## config.mk

```make
export PLATFORM = sky130hd
export DESIGN_NAME = prog_sequencer
export DESIGN_NICKNAME = d
export VERILOG_FILES = /design/src/rtl/proc_pkg.sv /design/src/rtl/prog_mem.sv /design/src/rtl/prog_sequencer.sv
export SDC_FILE = /design/constraint.sdc
export NUM_CORES = 1
export LEC_CHECK = 0
export BUFFER_PORTS_ARGS = -buffer_cell sky130_fd_sc_hd__buf_2
export CORE_MARGIN = 10
export CORE_UTILIZATION = 40
export DETAILED_ROUTE_END_ITERATION = 12
export GPL_TIMING_DRIVEN = 0
export PLACE_DENSITY = 0.63
export SYNTH_ARGS = -nofsm -noshare
export SYNTH_HDL_FRONTEND = slang
export SYNTH_SLANG_ARGS = --single-unit
```

## constraint.sdc

```tcl
create_clock -name clk -period 3.6 [get_ports clk]
set_input_delay 1.08 -clock clk [delete_from_list [all_inputs] [get_ports clk]]
set_output_delay 1.08 -clock clk [all_outputs]
set_load 0.02 [all_outputs]
```

## src/rtl/proc_pkg.sv

```systemverilog
// Shared definitions for the program sequencer: word width, opcode field
// position and values, and the sequencer state encoding.
package proc_pkg;

  localparam int PKG_DW  = 16;
  localparam int OPC_MSB = 15;
  localparam int OPC_LSB = 13;

  localparam logic [2:0] MVI_OP_DEF  = 3'b001;
  localparam logic [2:0] HALT_OP_DEF = 3'b111;

  typedef enum logic [2:0] {
    ST_IDLE,
    ST_FETCH,
    ST_ISSUE,
    ST_WAIT_DONE,
    ST_HALT,
    ST_ERROR
  } seq_state_t;

endpackage

```

## src/rtl/prog_mem.sv

```systemverilog
// Program memory: DEPTH x DW words, synchronous write, asynchronous read.
module prog_mem
  import proc_pkg::*;
#(
  parameter int DW = PKG_DW,
  parameter int AW = 5
) (
  input  logic          clk,
  input  logic          i_we,
  input  logic [AW-1:0] i_waddr,
  input  logic [DW-1:0] i_wdata,
  input  logic [AW-1:0] i_raddr,
  output logic [DW-1:0] o_rdata
);

  localparam int DEPTH = 2 ** AW;

  logic [DW-1:0] r_mem [DEPTH];

  // Write port; contents are loaded by the host before execution.
  // NOTE: the array has no reset branch so it maps onto plain RAM/regfile cells.
  always_ff @(posedge clk) begin
    if (i_we) begin
      r_mem[i_waddr] <= i_wdata;
    end
  end

  assign o_rdata = r_mem[i_raddr];

endmodule

```

## src/rtl/prog_sequencer.sv

```systemverilog
// Program sequencer: feeds instruction / immediate words to the processor,
// pulses run and waits for done, with halt detection, a done watchdog and a
// saturating instruction counter.
// Optional feature: define SINGLE_STEP_EN to add a `step` input; each FETCH
// then waits for a step pulse before reading the next instruction.
module prog_sequencer
  import proc_pkg::*;
#(
  parameter int         DW      = PKG_DW,
  parameter int         AW      = 5,
  parameter int         TIMEOUT = 64,
  parameter logic [2:0] MVI_OP  = MVI_OP_DEF,
  parameter logic [2:0] HALT_OP = HALT_OP_DEF
) (
  input  logic          clk,
  input  logic          reset,
  input  logic          start,
  input  logic          done,
`ifdef SINGLE_STEP_EN
  input  logic          step,
`endif
  input  logic          prog_we,
  input  logic [AW-1:0] prog_addr,
  input  logic [DW-1:0] prog_data,
  output logic [DW-1:0] din,
  output logic          run,
  output logic [AW-1:0] pc,
  output logic          busy,
  output logic          halted,
  output logic          err,
  output logic [15:0]   instr_cnt
);

  localparam int WDW = $clog2(TIMEOUT + 1);

  seq_state_t    r_state;
  seq_state_t    w_state_nxt;
  logic [DW-1:0] r_din;
  logic [AW-1:0] r_pc;
  logic          r_halted;
  logic          r_err;
  logic [15:0]   r_instr_cnt;
  logic [WDW-1:0] r_wdog;
  logic          r_is_mvi;

  logic [AW-1:0] w_raddr;
  logic [DW-1:0] w_rdata;
  logic          w_busy;
  logic          w_step_ok;
  logic          w_rd_is_halt;
  logic          w_din_is_mvi;
  logic          w_timeout;

`ifdef SINGLE_STEP_EN
  assign w_step_ok = step;
`else
  assign w_step_ok = 1'b1;
`endif

  assign w_busy       = (r_state == ST_FETCH) || (r_state == ST_ISSUE) ||
                        (r_state == ST_WAIT_DONE);
  // ISSUE reads the immediate slot; every other state reads the current pc.
  assign w_raddr      = (r_state == ST_ISSUE) ? r_pc + AW'(1) : r_pc;
  assign w_rd_is_halt = (w_rdata[OPC_MSB:OPC_LSB] == HALT_OP);
  assign w_din_is_mvi = (r_din[OPC_MSB:OPC_LSB] == MVI_OP);
  assign w_timeout    = (r_wdog == WDW'(TIMEOUT - 1));

  prog_mem #(
    .DW (DW),
    .AW (AW)
  ) u_prog_mem (
    .clk     (clk),
    .i_we    (prog_we && !w_busy),
    .i_waddr (prog_addr),
    .i_wdata (prog_data),
    .i_raddr (w_raddr),
    .o_rdata (w_rdata)
  );

  // State register.
  // NOTE: clocked blocks use <= so every register samples pre-edge values.
  always_ff @(posedge clk) begin
    if (reset) begin
      r_state <= ST_IDLE;
    end else begin
      r_state <= w_state_nxt;
    end
  end

  // Next-state decode.
  // NOTE: the default assignment first keeps this block free of latches.
  always_comb begin
    w_state_nxt = r_state;
    case (r_state)
      ST_IDLE, ST_HALT, ST_ERROR: begin
        if (start) w_state_nxt = ST_FETCH;
      end
      ST_FETCH: begin
        if (w_step_ok) w_state_nxt = w_rd_is_halt ? ST_HALT : ST_ISSUE;
      end
      ST_ISSUE: begin
        w_state_nxt = ST_WAIT_DONE;
      end
      ST_WAIT_DONE: begin
        if (done)           w_state_nxt = ST_FETCH;
        else if (w_timeout) w_state_nxt = ST_ERROR;
      end
      default: w_state_nxt = ST_IDLE;
    endcase
  end

  // Datapath: instruction word, pc, status flags, watchdog and counter.
  always_ff @(posedge clk) begin
    if (reset) begin
      r_din       <= '0;
      r_pc        <= '0;
      r_halted    <= 1'b0;
      r_err       <= 1'b0;
      r_instr_cnt <= '0;
      r_wdog      <= '0;
      r_is_mvi    <= 1'b0;
    end else begin
      case (r_state)
        ST_IDLE, ST_HALT, ST_ERROR: begin
          if (start) begin
            r_pc        <= '0;
            r_halted    <= 1'b0;
            r_err       <= 1'b0;
            r_instr_cnt <= '0;
          end
        end
        ST_FETCH: begin
          if (w_step_ok) begin
            r_din <= w_rdata;
            if (w_rd_is_halt) r_halted <= 1'b1;
          end
        end
        ST_ISSUE: begin
          r_wdog   <= '0;
          r_is_mvi <= w_din_is_mvi;
          if (w_din_is_mvi) r_din <= w_rdata;
        end
        ST_WAIT_DONE: begin
          r_wdog <= r_wdog + WDW'(1);
          if (done) begin
            r_pc <= r_pc + (r_is_mvi ? AW'(2) : AW'(1));
            if (r_instr_cnt != 16'hFFFF) r_instr_cnt <= r_instr_cnt + 16'd1;
          end else if (w_timeout) begin
            r_err <= 1'b1;
          end
        end
        default: ;
      endcase
    end
  end

  assign din       = r_din;
  assign run       = (r_state == ST_ISSUE);
  assign pc        = r_pc;
  assign busy      = w_busy;
  assign halted    = r_halted;
  assign err       = r_err;
  assign instr_cnt = r_instr_cnt;

endmodule

```

Word-level counts from Yosys, hierarchy flattened
Memory sizes are Yosys's and may differ from the RTL's.
Index checks and enable logic that the tools add are counted.
{"block": "totals", "register_bits": 50, "word_cells": 71, "mem_bits_rw": 512, "n_memories": 1, "in_bits": 26, "output_inout_bits": 41}
{"name": "u_prog_mem.r_mem", "words": 32, "width": 16, "rd": 1, "rd_ports_with_merged_regs": 0, "wr": 1, "line_no": "prog_mem.sv:18", "rtl": "logic [DW-1:0] r_mem [DEPTH];"}
{"block": "classes", "n_addsub": 4, "n_reduce_logical": 16, "n_mux": 25, "n_eq_ne": 17}
{"operator": "16-bit 2-to-1 mux", "count": 4}
{"operator": "16-bit one-hot mux with 2 select lines", "count": 2}
{"operator": "16-bit by 1-bit adder with 16-bit output, second input constant", "count": 1}
{"operator": "16-bit != test, second input constant", "count": 1}
{"operator": "5-bit 2-to-1 mux", "count": 3}
{"operator": "7-bit one-hot mux with 2 select lines", "count": 1}
{"operator": "3-bit 2-to-1 mux", "count": 4}
{"operator": "3-bit one-hot mux with 4 select lines", "count": 1}
{"operator": "2-bit != test, second input constant", "count": 5}
{"operator": "5-bit one-hot mux with 2 select lines", "count": 1}
{"operator": "3-bit equality test, second input constant", "count": 3}
{"operator": "4-bit AND reduction", "count": 2}
{"operator": "2-bit nonzero test", "count": 4}
{"operator": "7-bit by 1-bit adder with 7-bit output, second input constant", "count": 1}
{"operator": "7-bit by 6-bit equality test with 1-bit output, second input constant", "count": 1}
{"operator": "3-bit by 1-bit equality test with 1-bit output, second input constant", "count": 2}
{"operator": "3-bit by 2-bit equality test with 1-bit output, second input constant", "count": 2}
{"operator": "1-bit 2-to-1 mux", "count": 6}
{"operator": "3-bit AND reduction", "count": 2}
{"operator": "5-bit by 1-bit adder with 5-bit output, second input constant", "count": 1}
{"operator": "5-bit by 2-bit adder with 5-bit output", "count": 1}
{"operator": "2-bit by 1-bit != test with 1-bit output, second input constant", "count": 2}
{"operator": "1-bit one-hot mux with 2 select lines", "count": 2}
{"operator": "2-bit AND reduction", "count": 2}
{"operator": "other kinds (7)", "count": 8}

Longest topological paths before layout
Gate-level depths: netlist (run 1).
{"block": "logic_depth", "ltp_word": 7, "depth_mapped": 12, "depth_no_buf": 9}

Cells and area by module
Synthesis (run 1) repeated with hierarchy kept, for this count alone.
{"block": "unflattened", "cells_unflattened": 1426, "hier_area_um2": 22781.8}
{"module": "prog_mem", "n_inst": 1, "cells_each": 1127, "seq_area_each_um2": 15374.7, "area_per_inst_um2": 20215.6}
{"module": "prog_sequencer", "n_inst": 1, "cells_each": 299, "seq_area_each_um2": 1001.0, "area_per_inst_um2": 2566.2}

Worst setup path after synthesis (run 1)
Ideal clock, no wire load.
{"block": "synth_timing", "path_type": "reg2reg", "startpoint": "register r_pc[0], in the netlist pc[0]", "endpoint": "register r_halted, in the netlist halted", "period_less_slack_ns": 3.190, "path_buffers": 2, "t_arrival_ns": 3.072, "setup_ns": 0.117, "stages_incl_launch_ff": 11, "slack_ns": 0.410, "required_time_ns": 3.483, "path_cell_list": "dfxtp_1 -> ha_1 -> buf_2 -> or4b_1 -> clkbuf_1 -> o22a_1 -> o221ai_1 -> nor2_1 -> or4b_4 -> and4_1 -> a32o_1"}
{"block": "synth_between", "elab_chain_cells": 6}
{"item": "start: declaration", "line_no": "prog_sequencer.sv:39", "rtl": "logic [AW-1:0] r_pc;"}
{"item": "start signal: assignment", "line_no": "prog_sequencer.sv:146", "rtl": "r_pc <= r_pc + (r_is_mvi ? AW'(2) : AW'(1));"}
{"item": "5-bit by 1-bit adder with 5-bit output", "line_no": "prog_sequencer.sv:63", "rtl": "assign w_raddr = (r_state == ST_ISSUE) ? r_pc + AW'(1) : r_pc;"}
{"item": "5-bit 2-to-1 mux *", "line_no": "prog_sequencer.sv:63"}
{"item": "memory 32 x 16 bit *"}
{"item": "3-bit equality test *", "line_no": "prog_sequencer.sv:64", "rtl": "assign w_rd_is_halt = (w_rdata[OPC_MSB:OPC_LSB] == HALT_OP);"}
{"item": "2-bit != test (no line) *"}
{"item": "3-bit AND reduction (no line) *"}
{"item": "end signal: assignment", "line_no": "prog_sequencer.sv:117", "rtl": "r_halted <= 1'b0;"}
{"item": "end signal: assignment", "line_no": "prog_sequencer.sv:127", "rtl": "r_halted <= 1'b0;"}
{"item": "end signal: assignment", "line_no": "prog_sequencer.sv:135", "rtl": "if (w_rd_is_halt) r_halted <= 1'b1;"}
{"item": "end: declaration", "line_no": "prog_sequencer.sv:40", "rtl": "logic r_halted;"}
Every way passes the cells marked *; elsewhere a longest branch is shown, timed or not.
A chain may end at the register's enable or synchronous reset.

Final worst setup path (run 1)
{"block": "layout_timing", "startpoint": "register r_pc[0], in the netlist pc[0]", "endpoint": "register r_din[9], in the netlist din[9]"}
{"block": "layout_between", "elab_chain_cells": 5}
{"item": "5-bit by 1-bit adder with 5-bit output", "line_no": "prog_sequencer.sv:63"}
{"item": "5-bit 2-to-1 mux *", "line_no": "prog_sequencer.sv:63"}
{"item": "memory 32 x 16 bit *"}
{"item": "16-bit 2-to-1 mux", "line_no": "prog_sequencer.sv:141", "rtl": "if (w_din_is_mvi) r_din <= w_rdata;"}
{"item": "16-bit one-hot mux with 2 select lines *", "line_no": "prog_sequencer.sv:123", "rtl": "case (r_state)"}
{"item": "end signal: assignment", "line_no": "prog_sequencer.sv:134", "rtl": "r_din <= w_rdata;"}
{"item": "end signal: assignment", "line_no": "prog_sequencer.sv:141"}
{"item": "end: declaration", "line_no": "prog_sequencer.sv:38", "rtl": "logic [DW-1:0] r_din;"}
Every way passes the cells marked *; elsewhere a longest branch is shown, timed or not. The select of a mux whose other input is x is not followed.

==> results of run 1 <==
## area by class of cell
| class | count | area [µm²] | share of cell area |
|---|---|---|---|
| flip-flops and latches | 562 | 16400 | 0.605 |
| multi-input cells | 853 | 6480 | 0.239 |
| clock buffers | 66 | 1490 | 0.0550 |
| well taps | 765 | 957 | 0.0353 |
| repair buffers | 90 | 843 | 0.0311 |
| plain buffers | 86 | 443 | 0.0164 |
| clock inverters | 38 | 442 | 0.0163 |
| inverters | 8 | 35.0 | 0.00129 |
| diodes | 3 | 7.51 | 0.000277 |
## registers in the layout (all words and copies together) (netlist names), 3 cells and up
| signal | cells |
|---|---|
| din | 16 |
| instr_cnt | 16 |
| pc | 5 |
| r_state | 3 |
| r_wdog | 7 |
| u_prog_mem.r_mem | 512 |
## critical path: stages (launching register included)
cell	delay [ps]
sky130_fd_sc_hd__dfxtp_4	400
sky130_fd_sc_hd__ha_1	290
sky130_fd_sc_hd__buf_2	310
sky130_fd_sc_hd__and4bb_4	400
sky130_fd_sc_hd__a21oi_4	100
sky130_fd_sc_hd__buf_4	230
sky130_fd_sc_hd__clkbuf_1	240
sky130_fd_sc_hd__a211oi_1	370
sky130_fd_sc_hd__a31oi_1	130
sky130_fd_sc_hd__mux4_2	560
sky130_fd_sc_hd__nor2_1	290
sky130_fd_sc_hd__a211oi_1	70
## placed cells by master, fill, tap and decap left out, types with 53 or more instances in the layout
cell and instances:
sky130_fd_sc_hd__mux2i_1 147, sky130_fd_sc_hd__buf_2 83, sky130_fd_sc_hd__a31oi_1 53, sky130_fd_sc_hd__a211oi_1 83, sky130_fd_sc_hd__edfxtp_1 512, sky130_fd_sc_hd__nor2_1 59, sky130_fd_sc_hd__clkbuf_16 57, sky130_fd_sc_hd__nor2b_1 68
sky130_fd_sc_hd__nand2_1 152
## per-layer routing
| layer | up-vias | GRT usage |
|---|---|---|
| met5 | - | 0 |
| met4 | 2 | 0.0588 |
| met3 | 141 | 0.0353 |
| met2 | 561 | 0.284 |
| met1 | 7100 | 0.254 |
| li1 | 6176 | - |
## cells in the mapped netlist (all sizes together) (3+ instances only)
library cell	instances	area share
nor4	4	0.0011
a21oi	26	0.0061
xnor2	6	0.0031
nand3b	9	0.0029
o41ai	3	0.0015
o221ai	4	0.0015
o211ai	19	0.0061
o22ai	11	0.0030
clkbuf	50	0.0081
buf	39	0.010
nand3	24	0.0052
ha	5	0.0027
nor3	12	0.0026
nand4	5	0.0013
or3	3	0.00081
o31ai	3	0.00097
mux2i	148	0.064
or2	3	0.00081
nand2b	8	0.0022
xor2	14	0.0053
mux2	3	0.0015
edfxtp	512	0.66
o21ai	12	0.0026
inv	6	0.00097
mux4	48	0.047
nor2b	68	0.018
nand2	153	0.025
a211oi	83	0.027
nor3b	3	0.00097
a31oi	53	0.014
nor2	92	0.015
dfxtp	50	0.043
## path summary, 6_finish.rpt
kind	start	end	slack [ps]
worst max-delay path	pc[0]$_SDFFE_PP0P_	din[9]$_SDFFE_PP0P_	80
worst min-delay path	r_wdog[1]$_SDFFE_PP0N_	r_wdog[1]$_SDFFE_PP0N_	480
worst max register to register	pc[0]$_SDFFE_PP0P_	din[9]$_SDFFE_PP0P_	80
worst min register to register	r_wdog[1]$_SDFFE_PP0N_	r_wdog[1]$_SDFFE_PP0N_	480
## through the flow
stage	hold WS [ps]	instance area, µm²	cells	setup slack, ps
floorplan	449	23200	1512	410
global route	510	27100	2468	-7.56
global placement	462	24500	2342	-684
finish	485	27100	2471	76.6
detailed placement	478	25100	2366	-510
CTS	485	27000	2470	30.8
## repair_timing
item | CTS | global route
resized for setup | 21 | 24
setup buffers | 1 | 0
setup endpoints to repair | 18 | 15
## cells by family (layout without fill, tap and decap cells)
group,after synthesis,after routing,share of synthesized area
muxes,199,199,0.112
AOI/OAI and AO/OA,231,231,0.0695
adders and majority gates,6,6,0.00356
other,0,3,0
and+or+nand+nor,397,397,0.0812
xor gates and xnor gates,20,20,0.00836
buffers and inverters,97,288,0.0198
DFF,562,562,0.706
## report_power, final
part,internal (mW),switching (mW)
logic,0.260,0.587
registers,7.19,0.0481
clock network,3.55,2.54
total,11.0,3.17
==> impl_summary.md, run 1 <==
STA
The final period utilization is 0.979. The setup TNS after final layout is 0 ps. The remaining max-slew budget at the tightest pin is 0.309.

The clock skew after layout is 23.1 ps. The final count of pins violating max slew is 0. Based on the critical path, the design can be clocked at up to 284 MHz. Setup violations remaining at the end of the flow were counted as 0. The pin slew with the least headroom to its limit is between 1000 and 1500 ps.

The final critical path time including I/O delays and setup is 3520 ps. The count of final hold-check violations is 0.

Worst setup path
The data required time of the worst path is approximately 4100 ps. The data arrival time of the worst path is 4000 ps. For the worst flop-to-flop path, the logic depth is 11. In this run the worst path has a maximum fanout of 10. The worst setup path category is register to register. The endpoint type of the worst setup path is a register. The startpoint kind of the worst setup timing path is a register.

Pwr
The design draws 14.2 mW. The total leakage power is 9.43 nW. The power density over the cells is 524 nW/µm².

The worst-case IR drop observed on VDD is 0.406 mV.

Placement
Detailed placement ended at an HPWL of 42.0 mm. Routability-driven placement finished with a final weighted congestion of 0.912. The count of buffers added on input and output ports is 65.

Route
The first detailed-routing pass ran for 5 iterations. After detailed routing, the met3 layer carries 5.39 mm of wire. The total routed wirelength is 62.3 mm. After detailed routing, the number of remaining DRC violations is 0. The average detailed-routed wire length per instance is ~25 µm. Summing over every cut layer, the via total after detailed routing is about 14,000. Detailed routing placed a total of 28.2 mm of wire on met2. The final antenna-violating net count is 0. The topmost layer with routed signal wires is met5.

The detailed-routing wirelength on met1 is 26.9 mm. For this block, the initial DRC count from the detailed router was 1,617. After detailed routing, the number of vias per cell comes to around 5.7.

Die
For this design the top-level I/O count stands at 67. For this configuration, the core starts out at a cell density of 0.403. The die outline width is 261 µm. Row generation in the floorplan step produced 88 rows. The y dimension of the die is 261 µm. The core footprint is 57,600 µm².

The die covers about 68,000 µm².

Clock network
Clock tree synthesis found a total of 562 sinks. The CTS tree is yes. The CTS buffer count is 56. The H-tree was split into 2 levels. The number of hold buffers added after cts is 0. The cell at the root of the clock tree is sky130_fd_sc_hd__clkbuf_16. The clock latency reported for the late side of the worst-skew pair is 630 ps. Clock-pin slew was measured on the worst setup and hold paths at 60 ps. The worst-case clock buffer depth is 3.

Global routing
The initial antenna violation count is 2. Entering global routing, the biggest net connects 33 pins. The first global-routing pass estimated roughly 90 mm of wire. The global-route total usage across every layer is 0.182. The number of global-route vias before repair is between 10,000 and 15,000.

The remaining global-route overflow is 0.

Worst hold path
The type of the worst min-delay path is register to register. The cell depth of the worst min-delay path is 2.

Finish
At the end of the flow the core is filled with cells to 0.470. Of the cells placed in the final design, the portion with a size suffix greater than 1 is 0.197. The final layout contains 1,689 nets. The fill cell total of the finished layout is 4,943. From synthesis to final layout, the design area changed by 16.7%.

Synth
The synthesized net count is 1,544. The number of synthesized flops with an enable pin is around 500. Of the synthesized area, sequential elements account for 0.706. In this run, synthesis produced a sequential element count of 562. The post-synthesis average cell area is 15.3 µm². The distinct cell type count after synthesis is 68.

The cell count after synthesis is 1,512. The most frequently used flop master after synthesis is sky130_fd_sc_hd__edfxtp_1. The number of warnings reported in the yosys synthesis log is 0. In this run the cell area of the synthesized design comes to 23,200 µm². Of all flip-flops after synthesis, the portion carrying an async set or reset was 0.

Run status
The flow ran to the end, and the final reports show no timing, DRC or antenna violations.

Flow run
The count of max-cap constraint violations is 0.
Power figures use the tool's default switching activity.
==> inputs of run 2 (changes only) <==
Settings changed: CORE_UTILIZATION 40 to 62, PLACE_DENSITY 0.63 to 0.87.
==> run 2 against run 1 <==
- final area decreased by 2.0%
- worst hold slack about the same
- fmax about the same
- non-clock buffer count grew 5
- wire length up 0.66%
- first-iteration DRC count grew 32%
- largest power group unchanged
- worst setup slack better by 1.5 ps
- cell count shrank 12%
- die area is 33% lower
- sequential share of layout area is 1.2 points higher
- power is 3.6% lower
==> impl_summary.md, run 2 (same netlist as run 1, synthesis figures left out) <==
Worst setup path
The worst setup path is launched from a register. The data arrival time of the worst path came to 3990 ps (about the same). STA classifies the critical path endpoint as a register.

The data required time of the worst path came to 4060 ps (-20 ps). The worst setup path is of the register to register kind. The setup slack of the worst register-to-register path is 80 ps (about the same). The maximum fanout count along the critical path is 10 (unchanged).

Global routing
The number of global-route vias before repair was 14,731 (+6.8%). The initial antenna violation count is 3 (+1). The wire length of the first global-routing pass is 91.6 mm (-0.47%). The largest net degree at the start of global routing is 33 (unchanged).

The remaining global-route overflow is 0 (unchanged). The global-route total usage across every layer came to 0.275 (+0.0922).

Pwr
The total net switching power was 3.07 mW (-3.3%). The combinational power share is 0.062 (+0.002). The power after layout is 13.7 mW (-3.6%).

The total leakage power came to 9.38 nW (-0.52%). The power density over the cells is 515 nW/µm² (-1.6%). The portion of total power attributed to the clock network came to 0.407 (-0.023). The sequential fraction of design power is 0.530 (+0.019). The worst IR drop on VDD is 0.529 mV (+30%). The net switching share of the total power came to 0.225 (+0.000828). The internal power was 10.6 mW (-3.7%).

Route
The final antenna-violating net count came to 0 (unchanged). The detailed-routing iteration count for the pre-antenna-repair pass is 5 (unchanged). The via count normalized by instance count was 6.81 (+20%). The via count is 14,831 (+6.1%). The total routed wirelength is 62.7 mm (+0.66%). The average detailed-routed wire length per instance was 28.8 µm (+14%). The count of unresolved DRC violations after routing was 0 (unchanged).

The violation count after the first detailed-route iteration is 2,131 (+32%).

Clock network
The worst-case clock buffer depth is 3 (unchanged). The CTS H-tree depth was 2 (unchanged). The number of clock sinks seen by CTS is 562 (unchanged).

The clock latency reported for the late side of the worst-skew pair is 630 ps (about the same). TritonCTS built the clock tree. The CTS buffer count came to 55 (-1.8%). The CTS clock-pin slew for the worst setup and hold paths is 60 ps (about the same). The number of hold buffers added after cts was 0 (unchanged). The cell at the root of the clock tree is sky130_fd_sc_hd__clkbuf_16.

Finish
The commonest non-fill, non-tap cell in the layout is sky130_fd_sc_hd__edfxtp_1. The area taken by flip-flops and latches came to 16,400 µm² (unchanged). The number of flip-flops under the largest register name came to 512 (unchanged). The fill cell total of the finished layout is 2,199 (-56%). The final non-filler cell total came to 2,177 (-12%).

The library cells used most frequently in the layout, excluding fill and tap cells, are sky130_fd_sc_hd__edfxtp_1, sky130_fd_sc_hd__nand2_1, sky130_fd_sc_hd__mux2i_1. The post-layout net count came to 1,693 (+0.24%). The share of the core filled with cells in the final layout is 0.721 (+0.251).

The area growth from synthesis to layout is 14.4%. The final instance area is 26,500 µm² (-2.0%). The area taken by multi-input logic gates is 6480 µm² (about the same). Counting flops per register, the top entry is u_prog_mem.r_mem. The share of layout cells above drive strength 1 is 0.194 (-0.00281).

Die
The y dimension of the die is 213 µm (-18%). The starting utilization of the core area is 0.631 (+0.228). The number of top-level pins is 67 (unchanged). The die area is 45,600 µm² (-33%).

The die outline width was 213 µm (-18%). The number of placement rows is 70 (-20%). The core footprint was 36,800 µm² (-36%).

STA
The remaining max-slew budget at the tightest pin was 0.302 (-0.00690). The final setup violation count is 0 (unchanged). The final count of pins violating max slew came to 0 (unchanged). The achievable frequency was 284 MHz (about the same).

The clock skew after layout is 28.7 ps (+5.59 ps). The slack of the critical path was 78.1 ps (+1.51 ps). The pin slew with the least headroom to its limit is 1050 ps (+11.5 ps). The count of final hold-check violations was 0 (unchanged). The worst-case hold slack came to 484 ps (-0.356 ps). The final period utilization is 0.978 (about the same). The setup TNS after final layout is 0 ps (unchanged). The final critical path time including I/O delays and setup came to 3520 ps (-1.51 ps).

Worst hold path
The type of the worst min-delay path is register to register.

Flow run
The count of max-cap constraint violations was 0 (unchanged).

Placement
The pre-CTS setup slack is -420 ps (+89.3 ps). The total of buffers placed on input and output ports is 65 (unchanged). The placed standard-cell area was 24,700 µm² (-1.5%). The detailed placement HPWL came to 40.0 mm (-4.8%). The final RePlAce weighted congestion is 0.998 (+9.4%). The placed instance count was 2,072 (-12%).

Run status
The run finished with clean final reports.
-- run 2: final timing paths --
path,from,to,cells after the start
setup / recovery,r_state[1]$_SDFFE_PP0P_,din[1]$_SDFFE_PP0P_,11
hold / removal,r_wdog[1]$_SDFFE_PP0N_,r_wdog[1]$_SDFFE_PP0N_,2
setup reg to reg,r_state[1]$_SDFFE_PP0P_,din[1]$_SDFFE_PP0P_,11
hold reg to reg,r_wdog[1]$_SDFFE_PP0N_,r_wdog[1]$_SDFFE_PP0N_,2
-- run 2: power groups by stage --
stage	sequential [mW]	clock, mW	combinational, mW
final	7.25	5.57	0.852
after global routing	7.25	5.81	0.887
after CTS	7.24	5.57	0.825
after detailed placement	7.38	0	0.812
after global placement	7.38	0	0.766
after floorplan	7.39	0	0.413
-- run 2: per-layer routing --
metal | part of all wire | track usage
met5 | 0.00021 | 0
met4 | 0.049 | 0.143
met3 | 0.12 | 0.0640
met2 | 0.47 | 0.442
met1 | 0.36 | 0.344
-- run 2: critical path, cell delays in order, from the launching register on --
cell,delay (ps)
sky130_fd_sc_hd__dfxtp_1,450
sky130_fd_sc_hd__or3b_1,390
sky130_fd_sc_hd__buf_6,170
sky130_fd_sc_hd__clkinv_4,90
sky130_fd_sc_hd__xnor2_4,210
sky130_fd_sc_hd__buf_6,230
sky130_fd_sc_hd__buf_2,320
sky130_fd_sc_hd__clkbuf_1,500
sky130_fd_sc_hd__a31oi_1,200
sky130_fd_sc_hd__mux4_2,580
sky130_fd_sc_hd__nor2_1,140
sky130_fd_sc_hd__a211oi_1,70
-- run 2: what timing repair did --
action | 4_1_cts | 5_1_grt
endpoints found under the setup margin | 18 | 13
gates resized for setup | 22 | 27
hold endpoints to repair | 0 | 0
buffers inserted | 0 | 3
cloned | 0 | 0
pin swaps | 1 | 1
-- run 2: area by class of cell --
| type | count | share of cell area |
|---|---|---|
| inverter | 8 | 0.00132 |
| antenna | 2 | 0.000189 |
| tap | 468 | 0.0221 |
| clock inverter | 21 | 0.00651 |
| timing repair buffer | 95 | 0.0326 |
| clock buffer | 82 | 0.0588 |
| buffer | 86 | 0.0169 |
| sequential | 562 | 0.617 |
| multi-input combinational | 853 | 0.244 |
